File: src/rtl/power_seq_ctrl_pkg.sv
// Shared types for the PMIC rail sequencer: FSM states, fault codes, rail-index helpers.
package power_seq_ctrl_pkg;

    localparam int unsigned IDX_W = 3;

    typedef enum logic [2:0] {
        ST_IDLE    = 3'd0,
        ST_UP_WAIT = 3'd1,
        ST_PG_WAIT = 3'd2,
        ST_ON      = 3'd3,
        ST_DN_WAIT = 3'd4,
        ST_FAULT   = 3'd5
    } state_e;

    typedef enum logic [1:0] {
        FLT_NONE    = 2'b00,
        FLT_TIMEOUT = 2'b01,
        FLT_PGLOST  = 2'b10
    } fault_e;

    // Index of the lowest set bit; 0 when nothing is set.
    function automatic logic [IDX_W-1:0] lowest_set(input logic [7:0] v);
        logic [IDX_W-1:0] r;
        r = '0;
        for (int i = 7; i >= 0; i--) begin
            if (v[i]) r = IDX_W'(i);
        end
        return r;
    endfunction

endpackage

File: src/rtl/power_seq_ctrl_seq_delay_timer.sv
// Shared delay/timeout up-counter with synchronous clear and count enable.
module seq_delay_timer #(
    parameter int unsigned CNT_W = 8
) (
    input  logic             clk,
    input  logic             reset,
    input  logic             clr,
    input  logic             en,
    output logic [CNT_W-1:0] count
);

    always_ff @(posedge clk or negedge reset) begin
        if (!reset) begin
            count <= '0;
        end else if (clr) begin
            count <= '0;
        end else if (en) begin
            count <= count + CNT_W'(1);
        end
    end

endmodule

File: src/rtl/power_seq_ctrl.sv
// PMIC power sequencer: ordered rail enable with per-rail delay and pgood check,
// reverse-order power-down, and latched fault reporting.
module power_seq_ctrl
    import power_seq_ctrl_pkg::*;
#(
    parameter int unsigned NUM_RAILS  = 4,
    parameter int unsigned CNT_W      = 8,
    parameter int unsigned PG_TIMEOUT = 200
) (
    input  logic                       clk,
    input  logic                       reset,
    input  logic                       start,
    input  logic                       stop,
    input  logic                       fault_clr,
    input  logic [NUM_RAILS*CNT_W-1:0] delay_cfg,
    input  logic [NUM_RAILS-1:0]       pgood,
    output logic [NUM_RAILS-1:0]       rail_en,
    output logic                       busy,
    output logic                       up,
    output logic                       fault,
    output logic [1:0]                 fault_code,
    output logic [2:0]                 fault_rail
);

    localparam logic [IDX_W-1:0] LAST_IDX = IDX_W'(NUM_RAILS - 1);

    state_e                 state, state_nxt;
    logic [IDX_W-1:0]       idx, idx_nxt;
    logic [NUM_RAILS-1:0]   rail_en_nxt;
    fault_e                 code_nxt;
    logic [2:0]             frail_nxt;
    logic [CNT_W-1:0]       cnt;
    logic [CNT_W-1:0]       delay_sel_c;
    logic [NUM_RAILS-1:0]   sel_mask_c;
    logic [NUM_RAILS-1:0]   lost_c;
    logic                   dly_hit_c, tmo_hit_c, pg_sel_c, lost_any_c;
    logic                   go_fault_c, cnt_clr_c, cnt_en_c;

    seq_delay_timer #(.CNT_W(CNT_W)) u_timer (
        .clk   (clk),
        .reset (reset),
        .clr   (cnt_clr_c),
        .en    (cnt_en_c),
        .count (cnt)
    );

    // Per-rail selection and pgood-loss detection for the current index.
    always_comb begin
        sel_mask_c  = NUM_RAILS'(1) << idx;
        delay_sel_c = CNT_W'(delay_cfg >> (idx * CNT_W));
        dly_hit_c   = (cnt == delay_sel_c);
        tmo_hit_c   = (cnt == CNT_W'(PG_TIMEOUT));
        pg_sel_c    = |(pgood & sel_mask_c);
        lost_c      = rail_en & ~pgood;
        if (state == ST_PG_WAIT) lost_c = lost_c & ~sel_mask_c;
        lost_any_c  = (state inside {ST_UP_WAIT, ST_PG_WAIT, ST_ON}) && (|lost_c);
    end

    always_comb begin
        state_nxt   = state;
        idx_nxt     = idx;
        rail_en_nxt = rail_en;
        code_nxt    = fault_e'(fault_code);
        frail_nxt   = fault_rail;
        go_fault_c  = 1'b0;
        cnt_en_c    = 1'b0;

        if (lost_any_c) begin
            go_fault_c = 1'b1;
            code_nxt   = FLT_PGLOST;
            frail_nxt  = lowest_set(8'(lost_c));
        end else begin
            case (state)
                ST_IDLE: begin
                    if (start && !stop) begin
                        state_nxt = ST_UP_WAIT;
                        idx_nxt   = '0;
                    end
                end
                ST_UP_WAIT: begin
                    // Abort before this rail is enabled: unwind from the previous one.
                    if (stop) begin
                        if (idx == '0) begin
                            state_nxt = ST_IDLE;
                        end else begin
                            state_nxt = ST_DN_WAIT;
                            idx_nxt   = idx - IDX_W'(1);
                        end
                    end else if (dly_hit_c) begin
                        rail_en_nxt = rail_en | sel_mask_c;
                        state_nxt   = ST_PG_WAIT;
                    end else begin
                        cnt_en_c = 1'b1;
                    end
                end
                ST_PG_WAIT: begin
                    if (stop) begin
                        state_nxt = ST_DN_WAIT;
                    end else if (pg_sel_c) begin
                        if (idx == LAST_IDX) begin
                            state_nxt = ST_ON;
                        end else begin
                            state_nxt = ST_UP_WAIT;
                            idx_nxt   = idx + IDX_W'(1);
                        end
                    end else if (tmo_hit_c) begin
                        go_fault_c = 1'b1;
                        code_nxt   = FLT_TIMEOUT;
                        frail_nxt  = idx;
                    end else begin
                        cnt_en_c = 1'b1;
                    end
                end
                ST_ON: begin
                    if (stop) begin
                        state_nxt = ST_DN_WAIT;
                        idx_nxt   = LAST_IDX;
                    end
                end
                ST_DN_WAIT: begin
                    if (dly_hit_c) begin
                        rail_en_nxt = rail_en & ~sel_mask_c;
                        if (idx == '0) state_nxt = ST_IDLE;
                        else           idx_nxt   = idx - IDX_W'(1);
                    end else begin
                        cnt_en_c = 1'b1;
                    end
                end
                ST_FAULT: begin
                    if (fault_clr) begin
                        state_nxt = ST_IDLE;
                        code_nxt  = FLT_NONE;
                        frail_nxt = '0;
                    end
                end
                default: state_nxt = ST_IDLE;
            endcase
        end

        if (go_fault_c) begin
            state_nxt   = ST_FAULT;
            rail_en_nxt = '0;
        end
        // Every state change or rail step restarts the shared timer.
        cnt_clr_c = (state_nxt != state) || (idx_nxt != idx);
    end

    always_ff @(posedge clk or negedge reset) begin
        if (!reset) begin
            state      <= ST_IDLE;
            idx        <= '0;
            rail_en    <= '0;
            busy       <= 1'b0;
            up         <= 1'b0;
            fault      <= 1'b0;
            fault_code <= '0;
            fault_rail <= '0;
        end else begin
            state      <= state_nxt;
            idx        <= idx_nxt;
            rail_en    <= rail_en_nxt;
            busy       <= (state_nxt inside {ST_UP_WAIT, ST_PG_WAIT, ST_DN_WAIT});
            up         <= (state_nxt == ST_ON);
            fault      <= (state_nxt == ST_FAULT);
            fault_code <= code_nxt;
            fault_rail <= frail_nxt;
        end
    end

endmodule
File: config.mk
export PLATFORM = sky130hd
export DESIGN_NAME = power_seq_ctrl
export DESIGN_NICKNAME = d
export VERILOG_FILES = /design/src/rtl/power_seq_ctrl_pkg.sv /design/src/rtl/power_seq_ctrl_seq_delay_timer.sv /design/src/rtl/power_seq_ctrl.sv
export SDC_FILE = /design/constraint.sdc
export NUM_CORES = 1
export LEC_CHECK = 0
export ABC_CLOCK_PERIOD_IN_PS = 4500
export BUFFER_PORTS_ARGS = -buffer_cell sky130_fd_sc_hd__buf_2
export CAP_MARGIN = 30
export CORE_MARGIN = 2
export CORE_UTILIZATION = 30
export DETAILED_ROUTE_END_ITERATION = 10
export HOLD_SLACK_MARGIN = 0.05
export PLACE_DENSITY = 0.47
export SYNTH_ARGS = -nofsm -noshare
export SYNTH_HDL_FRONTEND = slang
export SYNTH_SLANG_ARGS = --single-unit
export TNS_END_PERCENT = 30
File: constraint.sdc
create_clock -name clk -period 4.5 [get_ports clk]
set_clock_uncertainty 0.2 [all_clocks]
set_input_delay 0.225 -clock clk [delete_from_list [all_inputs] [get_ports clk]]
set_output_delay 0.225 -clock clk [all_outputs]
set_load 0.02 [all_outputs]
# Word level (Yosys, flattened, before mapping)

Index checks and enable logic that the tools add are counted.

Word-level logic and storage cells: 120
Register bits: 26
Input port bits: 41
Output and inout port bits: 12

Bitwise operators: 7
Reductions and logical operators: 15
Equal/unequal tests: 23
Mux-type cells: 61
Shifts and indexed selects: 2
Add/subtract/negate cells: 3

Operator list:

| cell                | count |
|---|---|
| $mux 3              | 29 |
| $shr 32x6->8        | 1 |
| $mux 4              | 6 |
| $ne 3x3->1 const B  | 7 |
| $pmux 3 s6          | 1 |
| $and 4x4->4         | 4 |
| $mux 8              | 2 |
| $eq 3x2->1 const B  | 5 |
| $pmux 3 s5          | 1 |
| $mux 2              | 7 |
| $eq 3x3->1 const B  | 4 |
| $reduce_bool 3->1   | 4 |
| $mux 1              | 11 |
| $reduce_and 5->1    | 2 |
| $add 8x1->8 const B | 1 |
| $eq 8x8->1          | 1 |
| $eq 8x8->1 const B  | 1 |
| $not 4->4           | 2 |
| $pmux 4 s2          | 1 |
| $reduce_or 4->1     | 2 |
| $eq 3x1->1 const B  | 2 |
| $logic_not 3->1     | 2 |
| $ne 3x3->1          | 2 |
| $pmux 3 s2          | 1 |
| other kinds (11)    | 12 |

# Longest topological paths before layout

Depth in word-level cells: 11
Depth in mapped cells: 14
Depth with buffers taken out: 10

# Modules after synthesis

A second synthesis with hierarchy kept.

Cells, all modules: 292
Area total of the unflattened synthesis: 2454.9 sq um

By module, submodules not included:

| module          | area an instance (sq um) | instances | cells an instance |
|---|---|---|---|
| power_seq_ctrl  | 2058.2                   | 1         | 255 |
| seq_delay_timer | 396.6                    | 1         | 37 |

# Worst setup path before layout

Ideal clock, no wire load.

Path type: register to register
Start point: reg idx[0]
End point: reg u_timer.count[7]
Slack: 1018 ps
Cell stages (with the launch flop): 13
Buffers on the path: 2
Arrival time: 3209 ps
Library setup time: 73 ps
Period minus slack after synthesis: 3482 ps
Required time: 4227 ps
Cell sequence: dfrtp_1 buf_6 buf_8 inv_1 ha_1 a222oi_1 o2111a_1 nand2_1 a221o_1 a32oi_2 nand4_1 or3_1 a21oi_2

Word-level cells in the longest chain between the ends: 11
Elaborated cells on any way between the ends: 50
Classes of those cells: add/sub (2); eq/ne (4); shift (2); mux (33); bitwise (3); reduce/logical (6)

Ends and longest elaborated chain:

| what                                                  | line                                 | source |
|---|---|---|
| from (decl)                                           | power_seq_ctrl.sv:28                 | `logic [IDX_W-1:0] idx, idx_nxt;` |
| from (signal assigned)                                | power_seq_ctrl.sv:160                | `idx <= idx_nxt;` |
| branches (longest 11 deep; another with $shr 32x6->8) | n/a                                  |  |
| to (signal assigned)                                  | power_seq_ctrl_seq_delay_timer.sv:18 | `count <= count + CNT_W'(1);` |
| to (decl)                                             | power_seq_ctrl_seq_delay_timer.sv:9  | `output logic [CNT_W-1:0] count` |

Several ways; the timed one is not identified.
A chain may end at the register's enable or synchronous reset.

# Worst setup path after layout

Ends and elaborated chain as after synthesis.

==> out/metrics.cfg <==
[clocking]
clkLatencyLatePin_ns=0.29
cts_tree=built
cts.reportedPaths.clkPinSlew_ns=0.11
htree_levels=1
clock_path_buffers=2
ctsResizeCount=0
cts_buffers=3
clkSinkCount=26
cts_root_buffer=clkbuf_8

[synth]
synth-compound-area-share_pct=24.1
synthTopCellsByArea=dfrtp_1 (27%), mux4_2 (7.4%), nor2_1 (4.8%)
yosys.area_share.simple_pct=27.3
synthArstFlopShare_pct=100
yosysUniqueCellTypes=62
synth_fa_ha_area_share_pct=3.59
synth_seq_cells=26
synth_warnings=0
postSynthCellCount=291
synth-xor-area-share_pct=3.59
synth_seq_area_share_pct=26.7
syn_avg_cell_area_sq_um=8.39
yosys.area.top_type=dfrtp_1
synth_fp_nets=339
syn_area_sq_um=2440
synth_top_family_by_area=simple AND/OR/NAND/NOR gates
synth-main-ff-cell=dfrtp_1
synth_edf_count=0
synth_top_area_share_pct=26.7
synth.area.mux_share_pct=8.61

[setup_path]
crit_path_start_kind=flop
critPathKind=reg -> reg
crit_fanout=10
cp.required_ns=4.51
r2r_cells=10
arrival_ns=3.85
cp-end-kind=flop

[global_route]
grt_start_max_net_pins=27
grt_pass1_vias=2369
grt_pass1_wl_microns=12000
gr-total-overflow=0
grt_usage_pct=17.0
grt_antenna_before_repair=0

[status]
status=finished clean

[final_layout]
areaGrowthSynthToFinish_pct=16.8
final_net_count=384
insertedDiodeCount=0
fillers=820
drive_above_1_share_pct=25.7

[timing]
worst_pin_slew_ns=0.797
finalSetupViolCount=0
max_freq_mhz=260
rsz0062_at_grt=false
finalMaxSlewViolations=0
slew_headroom_pct=46.4
tns_ns=0
period_share_pct=85.3
period_minus_slack_ns=3.84
finalHoldViolCount=0

[place]
hpwl_microns=5470
gp_congestion=0.878
port_buffers=52

[route]
via_count=2455
drt_wl_total_microns=7400
wl_per_cell_microns=16.9
vias_per_cell=5.62
drt_iter0_drc=204
antenna_left=0
drc=0
dr.pass1.iters=5

[power]
peakVddDrop_mv=0.178
power_density_nw_per_um2=455
p_leak_nw=1.24
power_mw=1.30

[floorplan]
row_count=32
core_region_area_sq_um=7810
die_x_microns=94.2
ios=53
die_area_sq_um=8870
start_util_pct=31.3
die_h_microns=94.2

[flow_run]
max_cap_viol_count=0

[worst_hold_path]
worst_hold_path_type=in -> reg
holdPathStages=2

placed cells by master, fill, tap and decap left out, types with 3 or more instances in the layout:
cell type  Yosys  routed
a21oi_1       18      18
nand2b_1      10      10
buf_2          3      52
o21ai_0       13      13
or2_2          4       4
mux2i_1        3       3
ha_1           7       7
mux4_2         8       8
nor2b_1        7       7
nor2_1        31      31
and3_1         6       6
nand4_1        9       9
a211oi_1       5       5
dfrtp_1       26      26
and2_1         4       4
nand2_1       21      21
o21bai_1       3       3
inv_1         10      10
clkbuf_8       0       3
nand3_1        4       4
nor3_1         5       5
nor2_2         6       6
or3_1          3       3
a21o_1         3       3
a31oi_1        7       7
xor2_1         4       4
xnor2_1        6       6
buf_4          0       7
o211ai_1       4       4
o2111a_1       3       3
cells in the mapped netlist (all sizes together) (4+ instances only):
cell,instances
inv,10
buf,9
o211ai,4
xnor2,6
nand2,21
or2,4
xor2,4
o21ai,13
and3,6
nor3,5
nor2,37
clkbuf,11
dfrtp,26
and2,4
a21oi,20
nand4,9
nand3,4
mux4,8
a211oi,5
ha,7
nor2b,7
a31oi,7
nand2b,10
metrics by stage:
step	cells	hold WS, ns	worst slack [ns]	util (%)	cell area, sq um
2_1_floorplan	291	-0.271	1.02	-	2440
3_3_place_gp	432	0.0900	0.735	35.5	2770
3_5_place_dp	432	0.0950	0.713	35.5	2770
4_1_cts	437	0.0564	0.652	36.5	2850
5_1_grt	437	0.0648	0.436	36.5	2850
6_report	437	0.0723	0.661	36.5	2850
final timing paths:
kind	start	end	slack, ns
min in group asynchronous	reset	rail_en[1]	0.28
max in group asynchronous	reset	fault_code[1]	3.40
worst min-delay path	fault_clr	fault	0.07
worst max-delay path	idx[0]	u_timer.count[7]	0.66
worst min register to register	fault_code[1]	fault_code[1]	0.28
worst max register to register	idx[0]	u_timer.count[7]	0.66
where the power goes:
| group | total (mW) | switching (mW) | internal (mW) |
|---|---|---|---|
| Clock | 0.209 | 0.0896 | 0.119 |
| Sequential | 0.385 | 0.106 | 0.279 |
| Combinational | 0.702 | 0.393 | 0.309 |
| Total | 1.30 | 0.588 | 0.708 |
per-layer routing:
layer	part of all wire, %	track usage, %
met1	46	24.5
met5	0	0
met3	6.3	2.89
met4	1.1	4.83
met2	47	26.1
flip-flops by register name (all words and copies together), names as in the netlist:
register and cells:
busy 1, fault 1, fault_code 2, fault_rail 3, idx 3, rail_en 4
state 3, u_timer.count 8, up 1
timing repair:
item,CTS,global route
hold buffers,1,0
endpoints found under the hold margin,26,0
setup buffers,0,0
cells by family (layout without fill, tap and decap cells):
family                   Yosys count  count (layout)
buffers and inverters             30              74
AND/OR/NAND/NOR                  124             124
AO/OA/AOI/OAI                     83              83
multiplexers                      11              11
XOR/XNOR                          10              10
flip-flops                        26              26
adder cells (fa/ha/maj)            7               7
worst max-delay path, stage by stage (launching register included):
cell	delay (ns)
dfrtp_1	0.56
inv_1	0.18
ha_1	0.28
a222oi_1	0.34
buf_4	0.20
o2111a_1	0.20
nor2b_1	0.47
nor2_1	0.21
o2111a_1	0.17
or4b_1	0.75
a21oi_2	0.19
layout make-up:
cell class / instances / area [sq um] / share of cell area (%)
Sequential cell: 26 / 651 / 22.8
Tap cell: 102 / 128 / 4.48
Timing Repair Buffer: 60 / 323 / 11.3
Multi-Input combinational cell: 235 / 1640 / 57.6
Inverter: 10 / 37.5 / 1.32
Clock buffer: 3 / 41.3 / 1.45
Clock inverter: 1 / 30.0 / 1.05
(Power assumes the default switching activity.)
